**src/rtl/snn_pkg.sv**
```systemverilog
// Shared types and helpers for the spiking-network readout blocks.
package snn_pkg;

  typedef enum logic [0:0] {StIdle, StCount} state_e;

  localparam int unsigned CntWDefault   = 4;
  localparam int unsigned WindowDefault = 15;

  // Increment val by inc, holding at the all-ones value of a width-bit counter.
  function automatic logic [31:0] sat_add(input logic [31:0] val, input logic inc,
                                          input int unsigned width);
    logic [31:0] max_val;
    max_val = (width >= 32) ? '1 : ((32'd1 << width) - 32'd1);
    return (inc && (val != max_val)) ? val + 32'd1 : val;
  endfunction

endpackage

```
**src/rtl/spike_rate_decoder_if.sv**
```systemverilog
// Result bundle of the spike rate decoder: latched rates, argmax and valid/ready handshake.
interface spike_rate_decoder_if #(
  parameter int unsigned NUM_CH = 2,
  parameter int unsigned CNT_W  = 4
);
  localparam int unsigned WinW = (NUM_CH > 1) ? $clog2(NUM_CH) : 1;

  logic [NUM_CH*CNT_W-1:0] rate_out;
  logic [WinW-1:0]         winner;
  logic                    winner_valid;
  logic                    out_valid;
  logic                    out_ready;

  modport master (
    output rate_out, winner, winner_valid, out_valid,
    input  out_ready
  );

  modport slave (
    input  rate_out, winner, winner_valid, out_valid,
    output out_ready
  );
endinterface

```
**src/rtl/sat_counter.sv**
```systemverilog
// CNT_W-bit up counter with synchronous clear that holds at all-ones.
module sat_counter
  import snn_pkg::*;
#(
  parameter int unsigned CNT_W = CntWDefault
) (
  input  logic             clk,
  input  logic             rst,
  input  logic             inc_i,
  input  logic             clr_i,
  output logic [CNT_W-1:0] cnt_o
);
  logic [CNT_W-1:0] cnt_q, cnt_d;

  always_comb begin
    cnt_d = cnt_q;
    if (clr_i) cnt_d = '0;
    else       cnt_d = CNT_W'(sat_add(32'(cnt_q), inc_i, CNT_W));
  end

  always_ff @(posedge clk or posedge rst) begin
    if (rst) cnt_q <= '0;
    else     cnt_q <= cnt_d;
  end

  assign cnt_o = cnt_q;
endmodule

```
**src/rtl/spike_rate_decoder.sv**
```systemverilog
// Per-channel spike rate decoder over a fixed window, with argmax readout.
// Define DECODER_WINNER_EN to build the argmax comparator; otherwise winner/winner_valid are 0.
module spike_rate_decoder
  import snn_pkg::*;
#(
  parameter int unsigned NUM_CH = 2,
  parameter int unsigned CNT_W  = CntWDefault,
  parameter int unsigned WINDOW = WindowDefault
) (
  input  logic                 clk,
  input  logic                 rst,
  input  logic                 en,
  input  logic [NUM_CH-1:0]    spike_in,
  output logic                 overrun,
  input  logic                 clr_overrun,
  spike_rate_decoder_if.master res
);
  localparam int unsigned WinW  = (NUM_CH > 1) ? $clog2(NUM_CH) : 1;
  localparam int unsigned WcntW = (WINDOW > 1) ? $clog2(WINDOW) : 1;

  state_e                  state_q, state_d;
  logic [WcntW-1:0]        wcnt_q, wcnt_d;
  logic [NUM_CH*CNT_W-1:0] rate_q, rate_d;
  logic [WinW-1:0]         winner_q, winner_d;
  logic                    wvalid_q, wvalid_d;
  logic                    out_valid_q, out_valid_d;
  logic                    overrun_q, overrun_d;
  logic [CNT_W-1:0]        ch_cnt [NUM_CH];

  logic counting, win_end;
  assign counting = (state_q == StCount) && en;
  assign win_end  = counting && (wcnt_q == WcntW'(WINDOW - 1));

  for (genvar g = 0; g < NUM_CH; g++) begin : g_ch
    sat_counter #(.CNT_W(CNT_W)) u_cnt (
      .clk   (clk),
      .rst   (rst),
      .inc_i (counting & spike_in[g]),
      .clr_i (!counting || win_end),
      .cnt_o (ch_cnt[g])
    );
  end

  always_comb begin
    state_d     = en ? StCount : StIdle;
    wcnt_d      = (counting && !win_end) ? wcnt_q + WcntW'(1) : '0;
    rate_d      = rate_q;
    out_valid_d = out_valid_q;
    overrun_d   = overrun_q;
    if (out_valid_q && res.out_ready) out_valid_d = 1'b0;
    if (clr_overrun)                  overrun_d   = 1'b0;
    if (win_end) begin
      // The closing cycle's spike is folded straight into the latched rate.
      for (int i = 0; i < NUM_CH; i++) begin
        rate_d[i*CNT_W +: CNT_W] = CNT_W'(sat_add(32'(ch_cnt[i]), spike_in[i], CNT_W));
      end
      out_valid_d = 1'b1;
      if (out_valid_q && !res.out_ready) overrun_d = 1'b1;
    end
  end

`ifdef DECODER_WINNER_EN
  // Strict greater-than keeps the lowest index on ties.
  always_comb begin
    logic [CNT_W-1:0] best;
    best     = '0;
    winner_d = '0;
    for (int i = 0; i < NUM_CH; i++) begin
      if (rate_d[i*CNT_W +: CNT_W] > best) begin
        best     = rate_d[i*CNT_W +: CNT_W];
        winner_d = WinW'(i);
      end
    end
    wvalid_d = (best != '0);
  end
`else
  assign winner_d = '0;
  assign wvalid_d = 1'b0;
`endif

  always_ff @(posedge clk or posedge rst) begin
    if (rst) begin
      state_q     <= StIdle;
      wcnt_q      <= '0;
      rate_q      <= '0;
      winner_q    <= '0;
      wvalid_q    <= 1'b0;
      out_valid_q <= 1'b0;
      overrun_q   <= 1'b0;
    end else begin
      state_q     <= state_d;
      wcnt_q      <= wcnt_d;
      rate_q      <= rate_d;
      winner_q    <= winner_d;
      wvalid_q    <= wvalid_d;
      out_valid_q <= out_valid_d;
      overrun_q   <= overrun_d;
    end
  end

  assign res.rate_out     = rate_q;
  assign res.winner       = winner_q;
  assign res.winner_valid = wvalid_q;
  assign res.out_valid    = out_valid_q;
  assign overrun          = overrun_q;
endmodule

```
**src/flat_wrapper.sv**
```systemverilog
// flat-port wrapper written by rule: the top's interface ports become plain ports
module spike_rate_decoder_flat import snn_pkg::*;
#(
  parameter int unsigned NUM_CH = 2,
  parameter int unsigned CNT_W  = CntWDefault,
  parameter int unsigned WINDOW = WindowDefault
)
  (clk, rst, en, spike_in, overrun, clr_overrun, res_rate_out, res_winner, res_winner_valid, res_out_valid, res_out_ready);
  spike_rate_decoder_if #(.NUM_CH(NUM_CH), .CNT_W(CNT_W)) res_i ();
  input  logic clk;
  input  logic rst;
  input  logic en;
  input  logic [NUM_CH-1:0] spike_in;
  output logic overrun;
  input  logic clr_overrun;
  output wire logic [$bits(res_i.rate_out)-1:0] res_rate_out;
  output wire logic [$bits(res_i.winner)-1:0] res_winner;
  output wire logic [$bits(res_i.winner_valid)-1:0] res_winner_valid;
  output wire logic [$bits(res_i.out_valid)-1:0] res_out_valid;
  input wire logic [$bits(res_i.out_ready)-1:0] res_out_ready;
  assign res_rate_out = res_i.rate_out;
  assign res_winner = res_i.winner;
  assign res_winner_valid = res_i.winner_valid;
  assign res_out_valid = res_i.out_valid;
  assign res_i.out_ready = res_out_ready;
  spike_rate_decoder #(.NUM_CH(NUM_CH), .CNT_W(CNT_W), .WINDOW(WINDOW)) u_core (.clk(clk), .rst(rst), .en(en), .spike_in(spike_in), .overrun(overrun), .clr_overrun(clr_overrun), .res(res_i));
endmodule
```
**config.mk**
```make
export PLATFORM = sky130hd
export DESIGN_NAME = spike_rate_decoder_flat
export DESIGN_NICKNAME = d
export VERILOG_FILES = /design/src/rtl/snn_pkg.sv /design/src/rtl/spike_rate_decoder_if.sv /design/src/rtl/sat_counter.sv /design/src/rtl/spike_rate_decoder.sv /design/src/flat_wrapper.sv
export SDC_FILE = /design/constraint.sdc
export NUM_CORES = 1
export LEC_CHECK = 0
export CAP_MARGIN = 20
export CORE_UTILIZATION = 47
export DETAILED_ROUTE_END_ITERATION = 10
export GPL_ROUTABILITY_DRIVEN = 0
export PLACE_DENSITY = 0.74
export SLEW_MARGIN = 20
export SYNTH_ARGS = -nofsm -noshare
export SYNTH_HDL_FRONTEND = slang
export SYNTH_HIERARCHICAL = 1
export SYNTH_SLANG_ARGS = --single-unit
```
**constraint.sdc**
```tcl
create_clock -name clk -period 1.4 [get_ports clk]
set_input_delay 0.14 -clock clk [delete_from_list [all_inputs] [get_ports clk]]
set_output_delay 0.14 -clock clk [all_outputs]
set_load 0.01 [all_outputs]
```
==> impl_metrics.py, run 1 <==
metrics = {
    "grt": {
        "gr-total-overflow": 0,
        "grt_util_met2_pct": 40.12,
        "antenna_found_initial": 0,
        "use_met3_pct": 2.825,
        "top_usage_layer": "met2",
        "grt_first_pass_wirelength_um": 4471,
        "use_met1_pct": 24.65,
        "grt_max_degree": 16,
        "track_usage_pct": 21.74,
        "grt_pass1_vias": 1054,
    },
    "synthesis": {
        "avgSynthCellArea_um2": 9.882,
        "netlist_instances": 127,
        "yosys_warnings": 6,
        "synth_area_um2": 1255,
        "ys_ff_latch": 23,
        "synthTopCellsByArea": "dfrtp_1 46%, ha_1 6.0%, nand2b_1 3.5%",
        "synth_top_area_share_pct": 45.86,
        "synthDistinctLibCells": 31,
        "yosysSeqAreaShare_pct": 45.86,
        "synth.largest_area_cell": "dfrtp_1",
    },
    "setup_path": {
        "max_stage_delay_ns": 0.53,
        "cp_max_fo": 2,
        "slowest_stage": "clkdlybuf4s50_1",
        "ff2ff_setup_slack_ns": 0.06,
        "path_cells": "clkdlybuf4s50_1",
        "critPathRequiredTime_ns": 1.26,
        "cp.depth": 1,
        "crit_arrival_ns": 1.21,
        "criticalPathCategory": "flop to output pin",
        "cp_top_family": "buffers and inverters",
        "ff2ff_path_depth": 4,
        "path_buf_inv": 1,
        "cp-end-kind": "output pin",
        "start_kind": "flop",
    },
    "clock_tree": {
        "cts_root_buf": "clkbuf_4",
        "clock_latency_ns": 0.31,
        "h-tree-depth": 1,
        "clockBufferDepth": 2,
        "cts_tree": "built",
        "path_clk_slew_ns": 0.13,
        "clock-sinks": 23,
        "cts_made_buffers": 3,
    },
    "power_and_ir_drop": {
        "leakage_nw": 0.9348,
        "seq_power_share_pct": 60.7,
        "p_int_mw": 0.8413,
        "vdd_drop_max_v": 0.0004159,
        "p_clk_share_pct": 28.3,
        "combPwrFrac_pct": 11.0,
        "p_sw_mw": 0.2694,
        "p_sw_share_pct": 24.26,
        "p_per_area_nw_per_um2": 645.6,
    },
    "timing": {
        "final_hold_viol_count": 0,
        "fin_crit_ns": 1.348,
        "rsz0062_at_grt": "no",
        "fin_worst_skew_ns": 0.006459,
        "setup_viol": 0,
        "timing.final.ws_setup_ns": 0.05171,
        "post-route-period-util_pct": 96.31,
        "drv_slew": 0,
        "fin_hold_ws_ns": 0.07658,
        "max_freq_mhz": 741.7,
    },
    "place": {
        "io_buffer_count": 16,
        "dpl.cell_count": 194,
        "dp_slack_ns": -0.2084,
        "hpwl_um": 2117,
        "place_area_um2": 1617,
    },
    "layout": {
        "utilization_pct": 68.82,
        "nets": 186,
        "drive_gt1_share_pct": 28.49,
        "mostFrequentLayoutCell": "buf_4",
        "multiInputGateArea_um2": 651.9,
        "most-common-layout-cells": "27 x buf_4, 21 x dfrtp_1, 9 x dlymetal6s2s_1, 9 x inv_1",
        "fin_area_um2": 1720,
        "area_delta_synth_final_pct": 37.09,
        "fillerInstances": 198,
        "antenna_cells": 0,
        "fin_cells": 202,
        "register_area_um2": 578.1,
    },
    "route": {
        "firstDrtPassIters": 4,
        "drtIter0Drc": 7,
        "via_per_inst": 5.515,
        "drc_errors": 0,
        "num_vias": 1114,
        "wirelength_um": 2860,
        "ant_nets": 0,
        "wire_per_inst_um": 14.16,
    },
    "floorplan": {
        "die_w_um": 53.68,
        "die_h_um": 53.68,
        "core_um2": 2500,
        "ioPinCount": 19,
        "initial_core_util_pct": 50.20,
        "dieArea_um2": 2881,
        "rows": 18,
    },
    "min_path": {
        "hp-class": "primary input to asynchronous set/reset pin",
    },
    "run": {
        "drv_cap": 0,
    },
    "status": {
        "status": "completed",
    },
}
what timing repair did:
item,4_1_cts,5_1_grt
pin swaps,0,1
buffers inserted,3,1
endpoints found under the setup margin,1,20
cloned,0,0
endpoints found under the hold margin,0,0
gates resized for setup,0,19
hold buffers,0,0
power by group through the flow:
stage | registers (mW) | clock network [mW] | logic (mW)
2_1_floorplan | 0.687 | 0 | 0.0553
3_3_place_gp | 0.687 | 0 | 0.111
5_1_grt | 0.676 | 0.351 | 0.133
4_1_cts | 0.674 | 0.323 | 0.118
6_report | 0.674 | 0.314 | 0.122
3_5_place_dp | 0.687 | 0 | 0.116
per-layer routing:
layer | vias up | routed length (um)
met5 | - | 0
met4 | 0 | 45
met3 | 6 | 76
met2 | 23 | 1470
met1 | 540 | 1267
li1 | 545 | -
final cells by class:
cell class | instances | area share [%]
clock buffers | 4 | 1.527
inverters | 11 | 2.400
multi-input cells | 91 | 37.89
flip-flops and latches | 23 | 33.60
well taps | 30 | 2.182
repair buffers | 43 | 22.40
cell usage after synthesis (all sizes together):
library cell / instances
nor2b: 2
a31oi: 6
mux2: 2
mux2i: 4
nand3: 6
o22ai: 1
and4: 2
buf: 3
and3: 3
dfrtp: 23
nor3: 6
a22o: 2
nand4: 6
a21oi: 8
ha: 6
nand2b: 7
a211oi: 2
xnor2: 1
or3: 2
and2: 1
o21ai: 8
xor2: 1
conb: 1
inv: 11
nor2: 9
nand2: 4
path summary, 6_finish.rpt:
kind / from / end
worst max-delay path: u_core/res.rate_out[2] / res_rate_out[2]
worst min-delay path: rst / u_core/g_ch[0].u_cnt/cnt_o[3]
worst max register to register: u_core/g_ch[1].u_cnt/cnt_o[1] / u_core/res.rate_out[4]
worst min register to register: u_core/res.out_valid / u_core/res.out_valid
max in group asynchronous: rst / u_core/res.rate_out[5]
min in group clk: en / u_core/state_q
through the flow:
step | TNS, ns | power, mW
after floorplan | 0 | 0.7424
after global placement | -0.8134 | 0.7980
after detailed placement | -1.406 | 0.8026
after CTS | 0 | 1.115
after global routing | 0 | 1.160
final | 0 | 1.111
cell families after synthesis:
family / after synthesis / share of synthesized area (%)
AND/OR/NAND/NOR: 48 / 21.14
flip-flops: 23 / 45.86
buffers and inverters: 14 / 4.885
AO/OA/AOI/OAI: 27 / 14.86
multiplexers: 6 / 5.583
XOR/XNOR: 2 / 1.396
other: 1 / 0.2988
adder cells (fa/ha/maj): 6 / 5.982
flip-flops by register name, summed over array words and instances (netlist names):
register	cells
u_core/g_ch.u_cnt/cnt_o	8
u_core/res.rate_out	8
u_core/wcnt_q	4
u_core/overrun	1
u_core/res.out_valid	1
u_core/state_q	1
Power figures use the tool's default switching activity.
==> inputs of run 2 (changes only) <==
--- a/config.mk
+++ b/config.mk
@@ -9,9 +9,12 @@
 export CORE_UTILIZATION = 47
 export DETAILED_ROUTE_END_ITERATION = 10
 export GPL_ROUTABILITY_DRIVEN = 0
+export GPL_TIMING_DRIVEN = 0
 export PLACE_DENSITY = 0.74
+export SKIP_CTS_REPAIR_TIMING = 1
 export SLEW_MARGIN = 20
 export SYNTH_ARGS = -nofsm -noshare
 export SYNTH_HDL_FRONTEND = slang
 export SYNTH_HIERARCHICAL = 1
 export SYNTH_SLANG_ARGS = --single-unit
+export TNS_END_PERCENT = 100
==> impl_metrics.py, run 2 (synthesis results as in run 1) <==
metrics = {
    "status": {
        "status": "finished with violations",
        "violations": "negative setup slack",
    },
    "floorplan": {
        "ioPinCount": 19,
        "die_h_um": 53.68,
        "dieArea_um2": 2881,
        "initial_core_util_pct": 50.20,
        "rows": 18,
        "die_w_um": 53.68,
        "core_um2": 2500,
    },
    "run": {
        "drv_cap": 0,
    },
    "setup_path": {
        "critPathRequiredTime_ns": 1.60,
        "r2r-end": "u_core/g_ch[0].u_cnt/cnt_o[0]",
        "start_kind": "flop",
        "r2r-start": "u_core/wcnt_q[0]",
        "cp_max_fo": 8,
        "crit_arrival_ns": 1.61,
        "cp-end-kind": "flop",
        "criticalPathCategory": "flop to flop",
        "ff2ff_path_depth": 6,
        "ff2ff_setup_slack_ns": -0.007,
    },
    "timing": {
        "max_freq_mhz": 710.7,
        "fin_crit_ns": 1.407,
        "final_hold_viol_count": 0,
        "timing.final.ws_setup_ns": -0.007127,
        "worst_pin_slew_ns": 0.5599,
        "setup_tns_ns": -0.01353,
        "rsz0062_at_grt": "yes",
        "drv_slew": 0,
        "post-route-period-util_pct": 100.5,
        "setup_viol": 2,
        "fin_worst_skew_ns": 0.009390,
        "relSlewSlack_pct": 62.63,
    },
    "clock_tree": {
        "cts_tree": "built",
        "h-tree-depth": 1,
        "cts_root_buf": "clkbuf_4",
        "cts_made_buffers": 3,
        "path_clk_slew_ns": 0.13,
        "clockBufferDepth": 2,
        "clock-sinks": 23,
        "clock_latency_ns": 0.31,
    },
    "grt": {
        "gr-total-overflow": 0,
        "grt_first_pass_wirelength_um": 3829,
        "antenna_found_initial": 0,
        "track_usage_pct": 18.79,
        "grt_max_degree": 17,
        "grt_pass1_vias": 887,
    },
    "layout": {
        "area_delta_synth_final_pct": 32.40,
        "nets": 171,
        "antenna_cells": 0,
        "drive_gt1_share_pct": 24.20,
        "mostFrequentLayoutCell": "dfrtp_1",
        "most-common-layout-cells": "19 x dfrtp_1, 10 x dlymetal6s2s_1, 10 x buf_4, 9 x inv_1, 8 x a21oi_1",
        "utilization_pct": 66.47,
        "fillerInstances": 198,
    },
    "power_and_ir_drop": {
        "vdd_drop_max_v": 0.0004639,
        "leakage_nw": 0.8745,
        "p_per_area_nw_per_um2": 660.4,
    },
    "place": {
        "io_buffer_count": 16,
        "hpwl_um": 1751,
    },
    "route": {
        "drtIter0Drc": 18,
        "wire_per_inst_um": 15.20,
        "drc_errors": 0,
        "firstDrtPassIters": 4,
        "num_vias": 1057,
        "wirelength_um": 2843,
        "via_per_inst": 5.652,
        "ant_nets": 0,
    },
    "min_path": {
        "hp-class": "primary input to asynchronous set/reset pin",
    },
}
[run 2: changes by cell type in the layout (fill, tap and decap cells not counted), sizes merged]
| cell | previous run | this run |
|---|---|---|
| buf | 27 | 11 |
| clkdlybuf4s50 | 7 | 6 |
| dlymetal6s2s | 9 | 10 |
| nand2 | 4 | 5 |
[run 2: per-layer routing]
metal | vias to the layer above | track usage [%] | part of all wire, %
met1 | 517 | 23.12 | 43
li1 | 513 | - | -
met3 | 2 | 3.390 | 4.7
met4 | 0 | 11.40 | 0.67
met5 | - | 0 | 0
met2 | 25 | 30.25 | 52
[run 2: how the worst max path moves through the flow]
stage	startpoint	slack [ns]	cells past startpoint	end
final	u_core/wcnt_q[0]	-0.007	6	u_core/g_ch[0].u_cnt/cnt_o[0]
after global routing	u_core/wcnt_q[0]	-0.07	6	u_core/g_ch[0].u_cnt/cnt_o[0]
after CTS	u_core/wcnt_q[0]	-0.24	6	u_core/g_ch[0].u_cnt/cnt_o[0]
after detailed placement	en	-0.42	6	u_core/g_ch[0].u_cnt/cnt_o[0]
after global placement	en	-0.40	6	u_core/g_ch[0].u_cnt/cnt_o[0]
after floorplan	u_core/wcnt_q[0]	0.01	6	u_core/g_ch[1].u_cnt/cnt_o[0]
[run 2: stage by stage]
stage          cell area, um2  instances  setup slack, ns  total power, mW  hold WS [ns]
2_1_floorplan            1266        128          0.01221           0.7424      -0.09392
3_3_place_gp             1464        174          -0.3995           0.7742        0.4156
3_5_place_dp             1464        174          -0.4228           0.7767        0.4079
4_1_cts                  1490        178          -0.2430            1.089       0.05272
5_1_grt                  1662        187         -0.06662            1.154       0.04472
6_report                 1662        187        -0.007127            1.097       0.05411
[run 2: power breakdown]
group | switching, mW | internal, mW
Sequential | 0.00797 | 0.670
Clock | 0.202 | 0.111
Combinational | 0.0598 | 0.0462
[run 2: final cells by class]
cell class	instances	area, um2	area share (%)
Buffer	3	20.02	1.205
Sequential cell	23	580.6	34.94
Multi-Input combinational cell	92	710.7	42.77
Clock buffer	4	26.28	1.581
Inverter	11	41.29	2.485
Tap cell	30	37.54	2.259
Timing Repair Buffer	24	245.2	14.76
[run 2: critical path: stages, from the launching register on]
cell and delay [ns]:
dfrtp_1 0.44, inv_1 0.07, ha_2 0.21, nand3_4 0.14, nand2_4 0.13, nor2b_1 0.05, mux2_4 0.26
